<file path="src/rtl/boron_req_arbiter.sv">
// ---------------------------------------------------------------------------
// boron_req_arbiter
//
// Purpose:
//   Shares one BORON key-schedule + enc/dec core among NUM_REQ requesters.
//   A round-robin search picks the next owner. The block then drives the
//   core start handshake: keygen if needed, then encrypt or decrypt, then a
//   one-cycle completion ack back to the owner. Key ownership is cached, so
//   a repeat request from the same requester with a clean key skips keygen.
//
// Optional feature (compile-time macro BORON_ARB_TIMEOUT_EN):
//   Enables a watchdog that aborts an operation after TIMEOUT_CYCLES without
//   a done pulse and reports it on err instead of ack. Without the macro,
//   err is tied to zero and the block waits on done indefinitely.
//
// Ports:
//   clk          in   rising-edge clock
//   reset        in   asynchronous active-high reset
//   req          in   [NUM_REQ] per-requester request level
//   req_enc_dec  in   [NUM_REQ] per-requester mode, 1 = encrypt, 0 = decrypt
//   key_dirty    in   [NUM_REQ] requester key changed since its last keygen
//   key_done     in   core key schedule complete (pulse)
//   encdec_done  in   core enc/dec complete (pulse)
//   key_start    out  one-cycle keygen start pulse
//   enc_start    out  one-cycle encrypt start pulse
//   dec_start    out  one-cycle decrypt start pulse
//   grant        out  [NUM_REQ] one-hot owner of the core
//   grant_idx    out  [IDX_W] binary index of the owner
//   ack          out  [NUM_REQ] one-cycle completion pulse to the owner
//   err          out  [NUM_REQ] one-cycle watchdog error pulse to the owner
//   busy         out  high whenever the arbiter is not idle
// ---------------------------------------------------------------------------
module boron_req_arbiter #(
    parameter int NUM_REQ        = 4,
    parameter int IDX_W          = 2,
    parameter int TIMEOUT_CYCLES = 1024,
    parameter int CNT_W          = 11
) (
    input  logic               clk,
    input  logic               reset,
    input  logic [NUM_REQ-1:0] req,
    input  logic [NUM_REQ-1:0] req_enc_dec,
    input  logic [NUM_REQ-1:0] key_dirty,
    input  logic               key_done,
    input  logic               encdec_done,
    output logic               key_start,
    output logic               enc_start,
    output logic               dec_start,
    output logic [NUM_REQ-1:0] grant,
    output logic [IDX_W-1:0]   grant_idx,
    output logic [NUM_REQ-1:0] ack,
    output logic [NUM_REQ-1:0] err,
    output logic               busy
);

    typedef enum logic [1:0] {
        IDLE,
        KEYGEN,
        CRYPT
    } state_t;

    // Catch parameter sets that cannot work at elaboration time rather than
    // letting the watchdog counter silently wrap or the index overflow.
    if (NUM_REQ < 2 || NUM_REQ > 8 || (2 ** IDX_W) < NUM_REQ ||
        TIMEOUT_CYCLES >= (2 ** CNT_W)) begin : gParamCheck
        $error("boron_req_arbiter: inconsistent NUM_REQ/IDX_W/TIMEOUT_CYCLES/CNT_W");
    end

    state_t             r_state;
    logic               r_keyStart;
    logic               r_encStart;
    logic               r_decStart;
    logic [NUM_REQ-1:0] r_grant;
    logic [IDX_W-1:0]   r_grantIdx;
    logic [NUM_REQ-1:0] r_ack;
    logic               r_busy;
    logic               r_mode;
    logic [IDX_W-1:0]   r_lastGrant;
    logic [IDX_W-1:0]   r_keyOwner;
    logic               r_keyOwnerValid;

    logic               w_found;
    logic [IDX_W-1:0]   w_winner;
    logic [NUM_REQ-1:0] w_winnerOneHot;
    logic               w_needKey;

`ifdef BORON_ARB_TIMEOUT_EN
    logic [NUM_REQ-1:0] r_err;
    logic [CNT_W-1:0]   r_watchdog;
    logic [CNT_W-1:0]   w_wdNext;
    logic               w_timeout;
`endif

    // Round-robin search: walk upward from the slot after the last owner and
    // take the first requester found, wrapping past NUM_REQ-1 back to 0. The
    // modulo keeps this correct for requester counts that are not powers of 2.
    always_comb begin : winnerSearch
        int cand;
        cand     = 0;
        w_found  = 1'b0;
        w_winner = '0;
        for (int i = 0; i < NUM_REQ; i++) begin
            cand = (int'(r_lastGrant) + 1 + i) % NUM_REQ;
            if (!w_found && req[IDX_W'(cand)]) begin
                w_found  = 1'b1;
                w_winner = IDX_W'(cand);
            end
        end
    end

    // The cached key can only be reused when it is valid, belongs to the
    // winner, and the winner has not changed its key since.
    always_comb begin
        w_winnerOneHot = NUM_REQ'(1) << w_winner;
        w_needKey      = !r_keyOwnerValid || (r_keyOwner != w_winner) ||
                         key_dirty[w_winner];
    end

`ifdef BORON_ARB_TIMEOUT_EN
    // The watchdog fires on the edge where its count would reach the limit,
    // so err appears exactly TIMEOUT_CYCLES cycles after the start pulse.
    always_comb begin
        w_wdNext  = r_watchdog + CNT_W'(1);
        w_timeout = (w_wdNext == CNT_W'(TIMEOUT_CYCLES));
    end
`endif

    // Main control FSM. Every output is a register; the start/ack/err pulses
    // default low each cycle and are raised for a single cycle by the state
    // that issues them. Done inputs only act in the state that waits on them,
    // which is why a stray encdec_done in KEYGEN or key_done in CRYPT is
    // simply dropped. A done that coincides with the watchdog limit wins.
    always_ff @(posedge clk or posedge reset) begin
        if (reset) begin
            r_state         <= IDLE;
            r_keyStart      <= 1'b0;
            r_encStart      <= 1'b0;
            r_decStart      <= 1'b0;
            r_grant         <= '0;
            r_grantIdx      <= '0;
            r_ack           <= '0;
            r_busy          <= 1'b0;
            r_mode          <= 1'b0;
            r_lastGrant     <= IDX_W'(NUM_REQ - 1);
            r_keyOwner      <= '0;
            r_keyOwnerValid <= 1'b0;
`ifdef BORON_ARB_TIMEOUT_EN
            r_err           <= '0;
            r_watchdog      <= '0;
`endif
        end else begin
            r_keyStart <= 1'b0;
            r_encStart <= 1'b0;
            r_decStart <= 1'b0;
            r_ack      <= '0;
`ifdef BORON_ARB_TIMEOUT_EN
            r_err      <= '0;
`endif
            case (r_state)
                IDLE: begin
                    if (w_found) begin
                        r_grant    <= w_winnerOneHot;
                        r_grantIdx <= w_winner;
                        r_mode     <= req_enc_dec[w_winner];
                        r_busy     <= 1'b1;
`ifdef BORON_ARB_TIMEOUT_EN
                        r_watchdog <= '0;
`endif
                        if (w_needKey) begin
                            r_keyStart <= 1'b1;
                            r_state    <= KEYGEN;
                        end else begin
                            r_encStart <= req_enc_dec[w_winner];
                            r_decStart <= !req_enc_dec[w_winner];
                            r_state    <= CRYPT;
                        end
                    end
                end

                KEYGEN: begin
                    if (key_done) begin
                        r_encStart      <= r_mode;
                        r_decStart      <= !r_mode;
                        r_keyOwner      <= r_grantIdx;
                        r_keyOwnerValid <= 1'b1;
                        r_state         <= CRYPT;
`ifdef BORON_ARB_TIMEOUT_EN
                        r_watchdog      <= '0;
                    end else if (w_timeout) begin
                        r_err[r_grantIdx] <= 1'b1;
                        r_grant           <= '0;
                        r_grantIdx        <= '0;
                        r_busy            <= 1'b0;
                        r_keyOwnerValid   <= 1'b0;
                        r_lastGrant       <= r_grantIdx;
                        r_state           <= IDLE;
                    end else begin
                        r_watchdog <= w_wdNext;
`endif
                    end
                end

                CRYPT: begin
                    if (encdec_done) begin
                        r_ack[r_grantIdx] <= 1'b1;
                        r_grant           <= '0;
                        r_grantIdx        <= '0;
                        r_busy            <= 1'b0;
                        r_lastGrant       <= r_grantIdx;
                        r_state           <= IDLE;
`ifdef BORON_ARB_TIMEOUT_EN
                    end else if (w_timeout) begin
                        r_err[r_grantIdx] <= 1'b1;
                        r_grant           <= '0;
                        r_grantIdx        <= '0;
                        r_busy            <= 1'b0;
                        r_keyOwnerValid   <= 1'b0;
                        r_lastGrant       <= r_grantIdx;
                        r_state           <= IDLE;
                    end else begin
                        r_watchdog <= w_wdNext;
`endif
                    end
                end

                default: begin
                    r_state <= IDLE;
                end
            endcase
        end
    end

    // Drive the ports straight from their registers.
    always_comb begin
        key_start = r_keyStart;
        enc_start = r_encStart;
        dec_start = r_decStart;
        grant     = r_grant;
        grant_idx = r_grantIdx;
        ack       = r_ack;
        busy      = r_busy;
`ifdef BORON_ARB_TIMEOUT_EN
        err       = r_err;
`else
        err       = '0;
`endif
    end

endmodule

</file>
<file path="config.mk">
export PLATFORM = sky130hd
export DESIGN_NAME = boron_req_arbiter
export DESIGN_NICKNAME = d
export VERILOG_FILES = /design/src/rtl/boron_req_arbiter.sv
export SDC_FILE = /design/constraint.sdc
export NUM_CORES = 1
export LEC_CHECK = 0
export CORE_MARGIN = 2
export CORE_UTILIZATION = 43
export CTS_BUF_LIST = sky130_fd_sc_hd__clkbuf_2 sky130_fd_sc_hd__clkbuf_4 sky130_fd_sc_hd__clkbuf_8
export CTS_CLUSTER_DIAMETER = 40
export CTS_CLUSTER_SIZE = 8
export DETAILED_ROUTE_END_ITERATION = 10
export GPL_ROUTABILITY_DRIVEN = 0
export PLACE_DENSITY = 0.8
export SYNTH_ARGS = -nofsm -noshare
export SYNTH_HDL_FRONTEND = slang
export SYNTH_SLANG_ARGS = --single-unit
</file>
<file path="constraint.sdc">
create_clock -name clk -period 1.93 [get_ports clk]
set_clock_uncertainty 0.15 [all_clocks]
set_input_delay 0.386 -clock clk [delete_from_list [all_inputs] [get_ports clk]]
set_output_delay 0.386 -clock clk [all_outputs]
set_load 0.03 [all_outputs]
</file>
# Word level (Yosys, flattened, before mapping)
# Index checks and enable logic that the tools add are counted.
# word_totals
register_bits	22
output_inout_bits	18
word_cells	101
in_bits	16
# op_classes
n_eq_ne	6
shifts	1
order_cmp	7
addsub	4
n_mux	52
n_reduce_logical	19
# ops
operator	count
1-bit 2-to-1 mux	26
2-bit 2-to-1 mux	9
2-bit by 4-bit < comparator with 1-bit output (second input constant)	4
4-bit 2-to-1 mux	4
1-bit binary-select mux with 2-bit select	6
4-bit one-hot mux with 2 select lines	1
2-bit adder (second input constant)	3
1-bit zero test	6
2-bit by 3-bit < comparator with 1-bit output (second input constant)	2
2-bit inequality test (second input constant)	3
1-bit one-hot mux with 2 select lines	3
2-bit one-hot mux with 3 select lines	1
2-bit AND reduction	3
3-bit AND reduction	2
1-bit logical AND	4
2-bit one-hot mux with 2 select lines	1
1-bit by 2-bit << shifter with 4-bit output (first input constant)	1
2-bit by 1-bit adder with 2-bit output (second input constant)	1
1-bit demux with 2-bit select	1
2-bit by 1-bit equality test with 1-bit output (second input constant)	1
2-bit equality test (second input constant)	1
2-bit by 1-bit greater-or-equal comparator with 1-bit output (second input constant)	1
2-bit zero test	1
1-bit logical OR	2
other kinds (2)	2

# Logic depth before layout (Yosys ltp)
# depth
word_depth	20
depth_mapped	8
mapped_depth_nobuf	6

# Worst setup path after synthesis
# No wires, ideal clock.
# synth_path
kind	reg2reg
from	reg r_lastGrant[1]
to	reg r_state[1]
synth_period_minus_slack_ps	2128
arrival_ps	1833
n_path_buf	2
stages_incl_launch_ff	9
setup_slack_ps	-198
setup_time_ps	145
t_required_ps	1635
cell_sequence	dfstp_2 buf_6 mux2i_1 o22a_1 o21a_1 buf_6 o2111a_2 o311ai_4 o221ai_1
# synth_via
elab_chain_len	20
# synth_lines
element	line_no	text
from (decl)	78	logic [IDX_W-1:0] r_lastGrant;
from (signal assigned)	144	r_lastGrant <= IDX_W'(NUM_REQ - 1);
from (signal assigned)	209	r_lastGrant <= r_grantIdx;
2-bit by 1-bit adder with 2-bit output (*)	103	cand = (int'(r_lastGrant) + 1 + i) % NUM_REQ;
branches (longest 19 deep; another with 2-bit adder)	n/a	
to (signal assigned)	171	r_state <= KEYGEN;
to (signal assigned)	175	r_state <= CRYPT;
to (signal assigned)	186	r_state <= CRYPT;
to (decl)	69	state_t r_state;
# Every way passes the cells marked *. The select of a mux whose other input is x is not followed.
# A chain may end at the register's enable or synchronous reset.

# Final worst setup path
# layout_path
from	reg r_lastGrant[1]
to	reg r_decStart (netlist: dec_start)
# layout_via
elab_chain_len	20
# layout_lines
element	line_no	text
2-bit by 1-bit adder with 2-bit output (*)	103	
branches (longest 17 deep; another with 2-bit adder)	n/a	
1-bit 2-to-1 mux (*)	161	if (w_found) begin
1-bit one-hot mux with 2 select lines (*)	159	case (r_state)
to (signal assigned)	174	r_decStart <= !req_enc_dec[w_winner];
to (signal assigned)	183	r_decStart <= !r_mode;
to (decl)	72	logic r_decStart;
# Marks and branches as above.

==> summary.txt <==
VDD IR-drop max -> 0.001188 V
Clk pin slew, worst setup/hold paths -> 110 ps
Non-Filler Instances -> 175
Fin Setup TNS -> -1337 ps
Unrepaired setup endpoints after global routing -> true
Synthesized cell area -> 1100 sq um
Critical path required time -> 1990 ps
Synth cell types -> 37
Post-synthesis async set-or-reset flop share -> 100.0%
Post-Synthesis Cells -> 97
Lkg Pwr -> 0.7499 nW
Worst stage delay on the critical path -> 580 ps
Pre-antenna DRT Iters -> 4
Final min period -> 2168 ps
Routed Antenna Nets -> 0
Die area -> 2978 sq um
Largest net degree at the start of global routing -> 17
Worst hold path type -> primary input to async pin
Run status -> finished, violations left
Area leader, netlist -> dfrtp_1
Switching share of power -> 41.06%
Total of fill cells in the finished design -> 196
Vias in the first global route -> 993
Die height -> 54.58 um
CP most frequent cell -> mux2i_1
Internal reg-to-reg setup slack -> -240 ps
Yosys warns -> 0
Vias -> 932
Final nets -> 162
Arr. time, crit path -> 2230 ps
Combinational power share -> 59.1%
# DRC -> 0
Total routed wirelength -> 2.882 mm
Share of the synthesized area in the top cell type -> 45.51%
CTS sink cnt -> 22
Initial antenna violation count -> 0
CP Max Fanout -> 4
Sequential fraction of the synthesis area -> 50.28%
Iter 0 DRT Violations -> 16
Crit start category -> flop
I/O Pins -> 34
Post-Syn Area per Cell -> 11.34 sq um
CTS Root Cell -> clkbuf_4
Failing checks -> setup timing
Setup violations, final -> 9
CTS tree -> built
CTS Buf Count -> 3
Die width -> 54.58 um
Setup ws final -> -238.2 ps
Layout area overhead -> 52.10%
Core Box Area -> 2455 sq um
Initial core utilization -> 44.80%
Max frequency -> 461.2 MHz
Slew Limit Fails -> 0
Reg-to-reg startpoint -> r_lastGrant[1]
Switching power -> 1.001 mW
Clock latency on the worst-skew pair -> 300 ps
Bufs and invs on worst path -> 1
Layout cell share with drive strength beyond 1 -> 33.10%
Placed insts -> 165
Setup crit end kind -> flop
H-tree depth -> 1
Tcrit/Tclk final -> 112.3%
Total track usage -> 21.69%
Antenna Cells -> 0
I/O Buffers -> 29
Global route overflow -> 0
Via/cell ratio -> 5.326
Cell family with most CP delay -> compound AO/OA/AOI/OAI gates
Clock power frac -> 9.3%
R2R cell count -> 7
Crit Path Category -> flop to flop
Pint -> 1.436 mW
First-pass GRT wire length -> 4.464 mm
Flop and latch count out of synthesis -> 22
Critical path, cell by cell -> mux2i_1 -> o22a_1 -> o21a_4 -> buf_12 -> mux2i_2 -> mux2i_1 -> o32ai_1
Main synth FF type -> dfrtp_1
Post-synth EDFFs -> 0
Sequential power share -> 31.5%
Row cnt -> 18
PwrDens -> 1457 nW/um^2
WL/cell -> 16.47 um
Hold Fails Final Rpt -> 0
Main area contributors after synthesis -> dfrtp_1, dfstp_2, a32o_1
CP max stage cell -> dfstp_2
Final HPWL DP -> 1.867 mm
Critical register-to-register path endpoint -> dec_start
CTS max path bufs -> 2
Total of max-cap violations -> 0
worst register-to-register path: stages (launching register included):
cell and delay [ps]:
dfstp_2 580, mux2i_1 190, o22a_1 240, o21a_4 190
buf_12 110, mux2i_2 220, mux2i_1 110, o32ai_1 280
flip-flops by register name, indices dropped and copies added (netlist names):
| signal | count |
|---|---|
| ack | 4 |
| grant | 4 |
| grant_idx | 2 |
| r_keyOwner | 2 |
| r_lastGrant | 2 |
| r_state | 2 |
| busy | 1 |
| dec_start | 1 |
| enc_start | 1 |
| key_start | 1 |
| r_keyOwnerValid | 1 |
| r_mode | 1 |
how the worst max path moves through the flow:
stage              startpoint          to  slack [ps]  depth (start not counted)
6_report       r_lastGrant[1]   dec_start        -240                          7
4_1_cts        r_lastGrant[1]  r_state[1]        -190                          6
2_1_floorplan  r_lastGrant[1]  r_state[1]         -90                          8
5_1_grt        r_lastGrant[1]  r_state[1]        -320                          7
3_5_place_dp           req[3]  r_state[1]        -580                          7
3_3_place_gp           req[2]   enc_start        -520                          7
metrics by stage:
step | setup WS (ps) | util, % | power, mW | hold WS (ps) | instance area (sq um)
3_5_place_dp | -584.5 | 60.60 | 1.966 | 318.0 | 1488
3_3_place_gp | -517.0 | 60.60 | 1.932 | 319.6 | 1488
4_1_cts | -187.3 | 66.21 | 2.341 | 133.7 | 1625
5_1_grt | -318.8 | 68.14 | 2.576 | 170.2 | 1673
6_report | -238.2 | 68.14 | 2.437 | 136.2 | 1673
2_1_floorplan | -94.67 | - | 1.524 | 223.7 | 1115
layout by cell type, fill, tap and decap left out, drive strengths merged, types with 5 or more instances in the layout:
cell,count
clkdlybuf4s50,23
dfrtp,20
buf,20
nand2,10
inv,6
dlygate4sd2,5
nor2,5
layer usage:
metal,vias to the layer above,wire (um),global-route usage [%]
met5,-,0,0
met4,0,59,10.00
met3,6,98,4.098
met2,25,1598,37.35
met1,467,1125,26.11
li1,434,-,-
cells in the mapped netlist, types with 2 or more instances:
library cell / count
o21ai_0: 2
buf_6: 2
mux2i_1: 4
o32ai_1: 2
nor4_2: 2
and2_1: 2
nand2_1: 10
buf_4: 4
nor2_1: 5
inv_1: 6
dfstp_2: 2
o21ai_1: 2
a32o_1: 4
nor3b_1: 2
nand2b_1: 4
dfrtp_1: 20
mux2_2: 3
clkbuf_1: 2
cell type report:
type                       instances  area [sq um]  share of cell area [%]
sequential                        22         553.0                   33.06
clock buffer                       4         30.03                   1.795
tap                               30         37.54                   2.244
multi-input combinational         64         565.5                   33.81
timing repair buffer              49         464.2                   27.75
inverter                           6         22.52                   1.346
power by group through the flow:
| stage | registers [mW] | clock network, mW | logic (mW) |
|---|---|---|---|
| after floorplan | 0.947 | 0 | 0.577 |
| final | 0.768 | 0.228 | 1.44 |
| after global placement | 0.760 | 0 | 1.17 |
| after detailed placement | 0.769 | 0 | 1.20 |
| after global routing | 0.792 | 0.246 | 1.54 |
| after CTS | 0.767 | 0.236 | 1.34 |
cell families after synthesis:
| family | synth area share, % |
|---|---|
| flops | 50.28 |
| compound gates | 19.46 |
| other cells | 0.3410 |
| simple gates | 14.90 |
| mux | 6.712 |
| buf+inv | 7.509 |
| xor+xnor | 0.7965 |
timing repair:
action	CTS	global route
resized for setup	17	11
hold buffers	0	0
pin swaps	7	5
setup buffers	6	0
setup endpoints to repair	12	12
(Power assumes the default switching activity.)
